**config.mk**
```make
export PLATFORM = sky130hd
export DESIGN_NAME = obc_slice_accumulator_flat
export DESIGN_NICKNAME = d
export VERILOG_FILES = /design/src/rtl/obc_slice_accumulator_if.sv /design/src/rtl/obc_slice_accumulator.sv /design/src/flat_wrapper.sv
export SDC_FILE = /design/constraint.sdc
export NUM_CORES = 1
export LEC_CHECK = 0
export CAP_MARGIN = 0
export CORE_MARGIN = 2
export CORE_UTILIZATION = 45
export DETAILED_ROUTE_END_ITERATION = 8
export PLACE_DENSITY = 0.84
export SLEW_MARGIN = 15
export SYNTH_ARGS = -nofsm -noshare
export SYNTH_HDL_FRONTEND = slang
export SYNTH_SLANG_ARGS = --single-unit
```
**constraint.sdc**
```tcl
create_clock -name clk -period 3.25 [get_ports clk]
set_input_delay 0.8125 -clock clk [delete_from_list [all_inputs] [get_ports clk]]
set_output_delay 0.8125 -clock clk [all_outputs]
set_load 0.01 [all_outputs]
```
**src/rtl/obc_slice_accumulator_if.sv**
```systemverilog
// Handshake/bus bundle for obc_slice_accumulator.
//   start, samples, offset      : job request and operands (master -> slave)
//   rom_in0..rom_in7            : combinational bin-ROM partial words (master -> slave)
//   x0..x15                     : current bit slice to the ROM address (slave -> master)
//   ready, busy, done, result   : status and registered result (slave -> master)
interface obc_slice_accumulator_if #(
  parameter int B     = 8,
  parameter int RW    = 32,
  parameter int ACC_W = RW + B + 3
);
  logic              start;
  logic [16*B-1:0]   samples;
  logic [ACC_W-1:0]  offset;
  logic [RW-1:0]     rom_in0, rom_in1, rom_in2, rom_in3;
  logic [RW-1:0]     rom_in4, rom_in5, rom_in6, rom_in7;
  logic              x0, x1, x2, x3, x4, x5, x6, x7;
  logic              x8, x9, x10, x11, x12, x13, x14, x15;
  logic              ready;
  logic              busy;
  logic              done;
  logic [ACC_W-1:0]  result;

  modport slave (
    input  start, samples, offset,
    input  rom_in0, rom_in1, rom_in2, rom_in3, rom_in4, rom_in5, rom_in6, rom_in7,
    output x0, x1, x2, x3, x4, x5, x6, x7, x8, x9, x10, x11, x12, x13, x14, x15,
    output ready, busy, done, result
  );

  modport master (
    output start, samples, offset,
    output rom_in0, rom_in1, rom_in2, rom_in3, rom_in4, rom_in5, rom_in6, rom_in7,
    input  x0, x1, x2, x3, x4, x5, x6, x7, x8, x9, x10, x11, x12, x13, x14, x15,
    input  ready, busy, done, result
  );
endinterface

```
**src/rtl/obc_slice_accumulator.sv**
```systemverilog
// Bit-serial reader for one OBC DFT bin ROM.
// Latches 16 B-bit two's-complement samples, presents one bit slice per cycle
// (MSB first) on x0..x15, sums the ROM's 8 partial words, shift-accumulates
// the slice sums (MSB slice weighted negative), adds the OBC offset and
// returns one DFT output component.
// Ports:
//   clk    : rising-edge clock
//   rst_n  : asynchronous active-low reset
//   bus    : obc_slice_accumulator_if.slave (start/samples/offset/rom_in* in,
//            x0..x15/ready/busy/done/result out)
module obc_slice_accumulator #(
  parameter int B     = 8,
  parameter int RW    = 32,
  parameter int ACC_W = RW + B + 3
) (
  input  logic                    clk,
  input  logic                    rst_n,
  obc_slice_accumulator_if.slave  bus
);

  localparam logic [1:0] S_IDLE = 2'd0;
  localparam logic [1:0] S_CALC = 2'd1;
  localparam logic [1:0] S_OFFS = 2'd2;
  localparam logic [1:0] S_DONE = 2'd3;

  localparam int            IW      = $clog2(B);
  localparam logic [IW-1:0] IDX_TOP = IW'(B - 1);

  logic [1:0]        state_q,  state_d;
  logic [16*B-1:0]   samp_q,   samp_d;
  logic [ACC_W-1:0]  off_q,    off_d;
  logic [IW-1:0]     idx_q,    idx_d;
  logic [ACC_W-1:0]  acc_q,    acc_d;
  logic [ACC_W-1:0]  result_q, result_d;
  logic              done_q,   done_d;
  logic              ready_q,  ready_d;
  logic              busy_q,   busy_d;

  logic [RW-1:0]     rom_w [8];
  logic [ACC_W-1:0]  partial;
  logic [15:0]       slice;
  logic              accept;

  assign rom_w[0] = bus.rom_in0;
  assign rom_w[1] = bus.rom_in1;
  assign rom_w[2] = bus.rom_in2;
  assign rom_w[3] = bus.rom_in3;
  assign rom_w[4] = bus.rom_in4;
  assign rom_w[5] = bus.rom_in5;
  assign rom_w[6] = bus.rom_in6;
  assign rom_w[7] = bus.rom_in7;

  // Full-precision sum of the 8 sign-extended partial words.
  always_comb begin
    partial = '0;
    for (int unsigned j = 0; j < 8; j++) begin
      partial = partial + {{(ACC_W-RW){rom_w[j][RW-1]}}, rom_w[j]};
    end
  end

  // Slice decode from the latched sample register only.
  always_comb begin
    slice = '0;
    for (int unsigned k = 0; k < 16; k++) begin
      slice[k] = samp_q[k*B + 32'(idx_q)];
    end
  end

  assign bus.x0  = slice[0];
  assign bus.x1  = slice[1];
  assign bus.x2  = slice[2];
  assign bus.x3  = slice[3];
  assign bus.x4  = slice[4];
  assign bus.x5  = slice[5];
  assign bus.x6  = slice[6];
  assign bus.x7  = slice[7];
  assign bus.x8  = slice[8];
  assign bus.x9  = slice[9];
  assign bus.x10 = slice[10];
  assign bus.x11 = slice[11];
  assign bus.x12 = slice[12];
  assign bus.x13 = slice[13];
  assign bus.x14 = slice[14];
  assign bus.x15 = slice[15];

  // ready_q is a registered copy of "next state is IDLE/DONE", so it is 0
  // while reset is held and rises on the first edge after release.
  assign accept = ready_q & bus.start;

  always_comb begin
    state_d  = state_q;
    samp_d   = samp_q;
    off_d    = off_q;
    idx_d    = idx_q;
    acc_d    = acc_q;
    result_d = result_q;
    done_d   = 1'b0;
    case (state_q)
      S_IDLE, S_DONE: begin
        if (accept) begin
          state_d = S_CALC;
          samp_d  = bus.samples;
          off_d   = bus.offset;
          idx_d   = IDX_TOP;
          acc_d   = '0;
        end else begin
          state_d = S_IDLE;
        end
      end
      S_CALC: begin
        // MSB slice carries negative weight in two's complement.
        if (idx_q == IDX_TOP) begin
          acc_d = '0 - partial;
        end else begin
          acc_d = (acc_q << 1) + partial;
        end
        if (idx_q == '0) begin
          state_d = S_OFFS;
          idx_d   = IDX_TOP;
        end else begin
          idx_d = idx_q - 1'b1;
        end
      end
      S_OFFS: begin
        result_d = acc_q + off_q;
        done_d   = 1'b1;
        state_d  = S_DONE;
      end
      default: state_d = S_IDLE;
    endcase
    ready_d = (state_d == S_IDLE) || (state_d == S_DONE);
    busy_d  = (state_d == S_CALC) || (state_d == S_OFFS);
  end

  always_ff @(posedge clk or negedge rst_n) begin
    if (!rst_n) begin
      state_q  <= S_IDLE;
      samp_q   <= '0;
      off_q    <= '0;
      idx_q    <= IDX_TOP;
      acc_q    <= '0;
      result_q <= '0;
      done_q   <= 1'b0;
      ready_q  <= 1'b0;
      busy_q   <= 1'b0;
    end else begin
      state_q  <= state_d;
      samp_q   <= samp_d;
      off_q    <= off_d;
      idx_q    <= idx_d;
      acc_q    <= acc_d;
      result_q <= result_d;
      done_q   <= done_d;
      ready_q  <= ready_d;
      busy_q   <= busy_d;
    end
  end

  assign bus.ready  = ready_q;
  assign bus.busy   = busy_q;
  assign bus.done   = done_q;
  assign bus.result = result_q;

endmodule

```
**src/flat_wrapper.sv**
```systemverilog
// flat-port wrapper written by rule: the top's interface ports become plain ports
module obc_slice_accumulator_flat 
#(
  parameter int B     = 8,
  parameter int RW    = 32,
  parameter int ACC_W = RW + B + 3
)
  (clk, rst_n, bus_start, bus_samples, bus_offset, bus_rom_in0, bus_rom_in1, bus_rom_in2, bus_rom_in3, bus_rom_in4, bus_rom_in5, bus_rom_in6, bus_rom_in7, bus_x0, bus_x1, bus_x2, bus_x3, bus_x4, bus_x5, bus_x6, bus_x7, bus_x8, bus_x9, bus_x10, bus_x11, bus_x12, bus_x13, bus_x14, bus_x15, bus_ready, bus_busy, bus_done, bus_result);
  obc_slice_accumulator_if #(.B(B), .RW(RW), .ACC_W(ACC_W)) bus_i ();
  input  logic clk;
  input  logic rst_n;
  input wire logic [$bits(bus_i.start)-1:0] bus_start;
  input wire logic [$bits(bus_i.samples)-1:0] bus_samples;
  input wire logic [$bits(bus_i.offset)-1:0] bus_offset;
  input wire logic [$bits(bus_i.rom_in0)-1:0] bus_rom_in0;
  input wire logic [$bits(bus_i.rom_in1)-1:0] bus_rom_in1;
  input wire logic [$bits(bus_i.rom_in2)-1:0] bus_rom_in2;
  input wire logic [$bits(bus_i.rom_in3)-1:0] bus_rom_in3;
  input wire logic [$bits(bus_i.rom_in4)-1:0] bus_rom_in4;
  input wire logic [$bits(bus_i.rom_in5)-1:0] bus_rom_in5;
  input wire logic [$bits(bus_i.rom_in6)-1:0] bus_rom_in6;
  input wire logic [$bits(bus_i.rom_in7)-1:0] bus_rom_in7;
  output wire logic [$bits(bus_i.x0)-1:0] bus_x0;
  output wire logic [$bits(bus_i.x1)-1:0] bus_x1;
  output wire logic [$bits(bus_i.x2)-1:0] bus_x2;
  output wire logic [$bits(bus_i.x3)-1:0] bus_x3;
  output wire logic [$bits(bus_i.x4)-1:0] bus_x4;
  output wire logic [$bits(bus_i.x5)-1:0] bus_x5;
  output wire logic [$bits(bus_i.x6)-1:0] bus_x6;
  output wire logic [$bits(bus_i.x7)-1:0] bus_x7;
  output wire logic [$bits(bus_i.x8)-1:0] bus_x8;
  output wire logic [$bits(bus_i.x9)-1:0] bus_x9;
  output wire logic [$bits(bus_i.x10)-1:0] bus_x10;
  output wire logic [$bits(bus_i.x11)-1:0] bus_x11;
  output wire logic [$bits(bus_i.x12)-1:0] bus_x12;
  output wire logic [$bits(bus_i.x13)-1:0] bus_x13;
  output wire logic [$bits(bus_i.x14)-1:0] bus_x14;
  output wire logic [$bits(bus_i.x15)-1:0] bus_x15;
  output wire logic [$bits(bus_i.ready)-1:0] bus_ready;
  output wire logic [$bits(bus_i.busy)-1:0] bus_busy;
  output wire logic [$bits(bus_i.done)-1:0] bus_done;
  output wire logic [$bits(bus_i.result)-1:0] bus_result;
  assign bus_i.start = bus_start;
  assign bus_i.samples = bus_samples;
  assign bus_i.offset = bus_offset;
  assign bus_i.rom_in0 = bus_rom_in0;
  assign bus_i.rom_in1 = bus_rom_in1;
  assign bus_i.rom_in2 = bus_rom_in2;
  assign bus_i.rom_in3 = bus_rom_in3;
  assign bus_i.rom_in4 = bus_rom_in4;
  assign bus_i.rom_in5 = bus_rom_in5;
  assign bus_i.rom_in6 = bus_rom_in6;
  assign bus_i.rom_in7 = bus_rom_in7;
  assign bus_x0 = bus_i.x0;
  assign bus_x1 = bus_i.x1;
  assign bus_x2 = bus_i.x2;
  assign bus_x3 = bus_i.x3;
  assign bus_x4 = bus_i.x4;
  assign bus_x5 = bus_i.x5;
  assign bus_x6 = bus_i.x6;
  assign bus_x7 = bus_i.x7;
  assign bus_x8 = bus_i.x8;
  assign bus_x9 = bus_i.x9;
  assign bus_x10 = bus_i.x10;
  assign bus_x11 = bus_i.x11;
  assign bus_x12 = bus_i.x12;
  assign bus_x13 = bus_i.x13;
  assign bus_x14 = bus_i.x14;
  assign bus_x15 = bus_i.x15;
  assign bus_ready = bus_i.ready;
  assign bus_busy = bus_i.busy;
  assign bus_done = bus_i.done;
  assign bus_result = bus_i.result;
  obc_slice_accumulator #(.B(B), .RW(RW), .ACC_W(ACC_W)) u_core (.clk(clk), .rst_n(rst_n), .bus(bus_i));
endmodule
```
# [After elaboration in Yosys (flattened, before gate mapping)]
# Cells that the tools add are included.
[totals] word_cells=111 out_inout_bits=62 input_bits=430 ff_bits=265
[op_classes] n_bitwise=1 n_eq_ne=8 addsub=26 muxes=42 magnitude_cmp=16 n_reduce_logical=9
[op_table] cell="$lt 32x8->1 const B" n=15
[op_table] cell="$add 43x43->43" n=8
[op_table] cell="$bmux 1 s7" n=15
[op_table] cell="$mux 43" n=2
[op_table] cell="$pmux 43 s2" n=1
[op_table] cell="$add 7x3->8 const A" n=8
[op_table] cell="$sub 1x43->43 const A" n=1
[op_table] cell="$add 32x32->33" n=1
[op_table] cell="$add 6x3->7 const A" n=4
[op_table] cell="$mux 1" n=18
[op_table] cell="$add 5x3->6 const A" n=2
[op_table] cell="$eq 2x2->1 const B" n=4
[op_table] cell="$lt 3x8->1 const B" n=1
[op_table] cell="$mux 3" n=2
[op_table] cell="$pmux 2 s3" n=1
[op_table] cell="$pmux 3 s2" n=1
[op_table] cell="$add 4x3->5 const A" n=1
[op_table] cell="$eq 2x1->1 const B" n=2
[op_table] cell="$logic_not 2->1" n=2
[op_table] cell="$reduce_and 2->1" n=2
[op_table] cell="$bmux 1 s3" n=1
[op_table] cell="$eq 3x3->1 const B" n=1
[op_table] cell="$logic_not 3->1" n=1
[op_table] cell="$sub 3x1->3 const B" n=1
[op_table] cell="other kinds (6)" n=7

# [Logic depth before layout (Yosys ltp)]
[logic_depth] depth_word=10 depth_mapped=35 ltp_nobuf=34

# [Least setup slack after synthesis]
# Ideal clock, no wire load.
[synth_timing] kind="input-to-reg" startpoint="input bus_rom_in1[0]" endpoint="register u_core.acc_q[41]" setup_ps=126 required_time_ps=3124 cell_stages=30 setup_slack_ps=-4753 n_path_buf=1 arrival_ps=7877 cell_sequence="ha_1 -> fa_1 -> a21o_1 -> a21oi_1 -> o21a_1 -> o21ai_0 -> a2111oi_0 -> nor2_1 -> xnor2_1 -> fa_1 -> inv_1 -> ha_1 -> and3_1 -> and2_1 -> a211o_1 -> a21bo_2 -> or3_1 -> and2_1 -> clkbuf_1 -> ha_1 -> inv_1 -> or3_1 -> or3_1 -> o21ai_0 -> a211oi_1 -> o21ai_0 -> a41o_1 -> o41ai_1 -> xnor2_1 -> a221o_1"
[synth_between] elab_chain_cells=10 elab_cells_between_ends=11 cone_classes="add/sub (9); mux (2)"
[synth_lines] item="from (decl)" line_no="flat_wrapper.sv:16" rtl="input wire logic [$bits(bus_i.rom_in1)-1:0] bus_rom_in1;"
[synth_lines] item="$add 32x32->33 *" line_no="obc_slice_accumulator.sv:57" rtl="partial = partial + {{(ACC_W-RW){rom_w[j][RW-1]}}, rom_w[j]};"
[synth_lines] item="$add 43x43->43 * (6 in series)" line_no="obc_slice_accumulator.sv:57"
[synth_lines] item="$add 43x43->43 / $sub 1x43->43 (equally long branches)" line_no="obc_slice_accumulator.sv:115, obc_slice_accumulator.sv:113"
[synth_lines] item="$mux 43 *" line_no="obc_slice_accumulator.sv:112" rtl="if (idx_q == IDX_TOP) begin"
[synth_lines] item="$pmux 43 s2 *" line_no="obc_slice_accumulator.sv:98" rtl="case (state_q)"
[synth_lines] item="to (signal assigned)" line_no="obc_slice_accumulator.sv:141" rtl="acc_q <= '0;"
[synth_lines] item="to (signal assigned)" line_no="obc_slice_accumulator.sv:151" rtl="acc_q <= acc_d;"
[synth_lines] item="to (decl)" line_no="obc_slice_accumulator.sv:33" rtl="logic [ACC_W-1:0] acc_q, acc_d;"
# Every way passes the cells marked *; elsewhere a longest branch is shown, timed or not.
# A chain may end at the register's enable or synchronous reset.

# [Final worst setup path]
[layout_timing] startpoint="input bus_rom_in5[18]" endpoint="register u_core.acc_q[41]"
[layout_between] elab_chain_cells=6 elab_cells_between_ends=7 cone_classes="add/sub (5); mux (2)"
[layout_lines] item="from (decl)" line_no="flat_wrapper.sv:20" rtl="input wire logic [$bits(bus_i.rom_in5)-1:0] bus_rom_in5;"
[layout_lines] item="$add 43x43->43 * (3 in series)" line_no="obc_slice_accumulator.sv:57"
[layout_lines] item="$add 43x43->43 / $sub 1x43->43 (equally long branches)" line_no="obc_slice_accumulator.sv:115, obc_slice_accumulator.sv:113"
[layout_lines] item="$mux 43 *" line_no="obc_slice_accumulator.sv:112"
[layout_lines] item="$pmux 43 s2 *" line_no="obc_slice_accumulator.sv:98"
# Marked as above.

==> qor.txt <==
status = finished, violations left
failing checks = setup timing
Tcrit/Tclk final = 220%
number of remaining DRC errors = 0
die boundary height = 237 um
layout net count = 4690
Max stage delay cell, worst path = fa_1
largest net degree at the start of global routing = 152
starting DRC count in detailed routing = 1620
core region area = 53800 um^2
proportion of synthesized chip area in sequential cells = 27.1%
Detailed Route WL = 86.5 mm
number of synthesized register bits = 265
Hold Path Class = primary input to async pin
max-cap check violation count = 0
Initial Util = 45.5%
initial antenna violation count = 2
worst slew margin relative to its limit = 53.0%
area grow syn2layout = 57.1%
register clock-pin slew on the reported worst setup and hold paths = 0.07 ns
routed wirelength normalized by instance count = 18.6 um
worst path arrival time = 7.58 ns
placement-stage worst setup slack = -4.92 ns
Net Count, Synth = 3644
area of the mapped netlist = 24500 um^2
critical path's most frequent cell = fa_1
vias after detailed routing = 25.3k
count of final hold-check violations = 0
number of global-route vias before repair = 26.0k
hold buffers post-CTS = 0
Worst Setup End Kind = flop
distinct cell type count after synthesis = 86
Mean Syn Cell Area = 8.48 um^2
slew at the pin with the worst max-slew slack = 0.704 ns
CTS H-Tree Depth = 1
root buffer cell = clkbuf_16
leftover overflow at the end of global routing = 0
clock tree from TritonCTS = built
critical path class = primary input to flop
share of post-route cells with drive strength above 1 = 33.4%
Post-DP HPWL = 60.9 mm
Final Slew Violations = 0
standard-cell row count = 85
sink count of the clock tree = 265
TritonCTS buffer count = 27
RSZ-0062 raised after global routing = yes
Pre-Repair DR Iteration Count = 8
GRT Util Overall = 28.4%
wire length of the first global-routing pass = 130 mm
count of flip-flops with a built-in enable after synthesis = 0
latest clock arrival within the worst-skew pair = 0.55 ns
Crit path largest cell delay = 0.58 ns
max frequency = 140 MHz
area of the die = 56400 um^2
post-route ant nets = 0
proportion of register bits with asynchronous set or reset after synthesis = 100%
x dimension of the die = 237 um
placer's final routability congestion estimate = 0.979
warning count from the yosys run = 0
worst path required time = 3.68 ns
buffer levels on the longest clock path = 3
category of the worst setup path launch point = primary input
worst setup slack after layout = -3.90 ns
post-synthesis instance total = 2889
total I/O pin count = 492
worst clock skew = 0.0126 ns
via density per instance = 5.44
final critical path time including I/O delays and setup = 7.15 ns
largest fanout on the critical path = 5
# setup viols final = 44
Most used DFF post-synth = dfrtp_1
IO buf count = 491
Yosys cell counts, types with 32 or more instances:
cell,n,share of area [%]
a21o_1,70,2.1
ha_1,159,8.1
a21oi_1,156,3.2
dfrtp_1,262,27
xor2_1,58,2.1
nand3_1,38,0.78
mux4_2,32,2.9
o21ai_0,122,2.5
inv_1,427,6.5
nor2_1,98,1.5
nand2_1,652,10
xnor2_1,85,3.0
fa_1,166,14
mux2_2,51,2.3
clkbuf_1,84,1.3
cell usage in the layout, fill, tap and decap left out, drive strengths merged, types with 17 or more instances in the layout:
| cell type | n |
|---|---|
| ha | 159 |
| clkdlybuf4s50 | 382 |
| nor2 | 99 |
| nand2b | 19 |
| or3 | 23 |
| inv | 430 |
| nor3 | 29 |
| clkbuf | 46 |
| a31oi | 19 |
| and3 | 29 |
| a211oi | 18 |
| a21oi | 156 |
| dfrtp | 262 |
| o21bai | 17 |
| a21o | 70 |
| nand2 | 652 |
| and2 | 21 |
| fa | 166 |
| o21ai | 130 |
| mux2 | 51 |
| dlymetal6s2s | 25 |
| dlygate4sd2 | 33 |
| o21a | 19 |
| xnor2 | 85 |
| nand3 | 39 |
| xor2 | 59 |
| mux4 | 32 |
| buf | 649 |
metal layers:
| layer | wire length (um) | global-route usage, % | vias up |
|---|---|---|---|
| met5 | 0 | 0 | - |
| li1 | - | - | 11700 |
| met3 | 4490 | 3.50 | 360 |
| met1 | 34300 | 35.3 | 12300 |
| met4 | 4870 | 11.9 | 0 |
| met2 | 42800 | 50.0 | 952 |
worst paths after layout:
check,cells past startpoint,startpoint,slack [ns],end
max,27,bus_rom_in5[18],-3.90,u_core.acc_q[41]
min,1,rst_n,0.28,u_core.samp_q[48]
max reg2reg,13,u_core.acc_q[2],-0.10,u_core.acc_q[34]
min reg2reg,2,u_core.samp_q[83],0.47,u_core.samp_q[83]
max in group asynchronous,2,rst_n,2.09,u_core.idx_q[1]
min in group clk,2,u_core.samp_q[83],0.47,u_core.samp_q[83]
stage by stage:
step / util (%) / hold slack, ns / instance area, um^2 / std cells / setup TNS [ns]
5_1_grt: 71.6 / 0.314 / 38500 / 4653 / -133.35
3_3_place_gp: 63.7 / 0.451 / 34300 / 4480 / -161.80
6_report: 71.6 / 0.276 / 38500 / 4653 / -125.05
3_5_place_dp: 63.7 / 0.457 / 34300 / 4480 / -165.06
2_1_floorplan: - / 0.440 / 25100 / 2889 / -120.20
4_1_cts: 68.7 / 0.282 / 36900 / 4598 / -118.59
flip-flops by register name, summed over array words and instances, names as in the netlist:
register	flops
u_core.bus.done	1
u_core.bus.result	43
u_core.idx_q	3
u_core.samp_q	128
u_core.bus.ready	1
u_core.acc_q	43
u_core.off_q	43
u_core.bus.busy	1
u_core.state_q	2
cell families after synthesis:
logic type | synth area share (%)
flops | 27.1
fa+ha+maj | 21.7
simple gates | 17.4
mux | 5.32
xor+xnor | 5.18
buf+inv | 7.94
compound gates | 15.4
critical path: cells and delay by family:
family | cells | cell delay, ns
compound gates | 8 | 1.63
xor+xnor | 1 | 0.13
fa+ha+maj | 6 | 2.67
buf+inv | 6 | 0.73
simple gates | 6 | 1.59
repair_timing:
action,4_1_cts,5_1_grt
setup endpoints to repair,70,58
buffers inserted,74,61
gates cloned,0,1
gates resized for setup,517,323
pin swaps,243,286
cell type report:
class / instances / area, um^2
Fill cell: 3672 / 15300
Tap cell: 696 / 871
Antenna cell: 2 / 5.00
Sequential cell: 265 / 6640
Multi-Input combinational cell: 2106 / 18600
Clock inverter: 15 / 249
Clock buffer: 34 / 732
Inverter: 427 / 1620
Timing Repair Buffer: 1108 / 9760
Power is not shown: default switching activity piles up to over one toggle a cycle in this logic, so the estimate is an artifact.
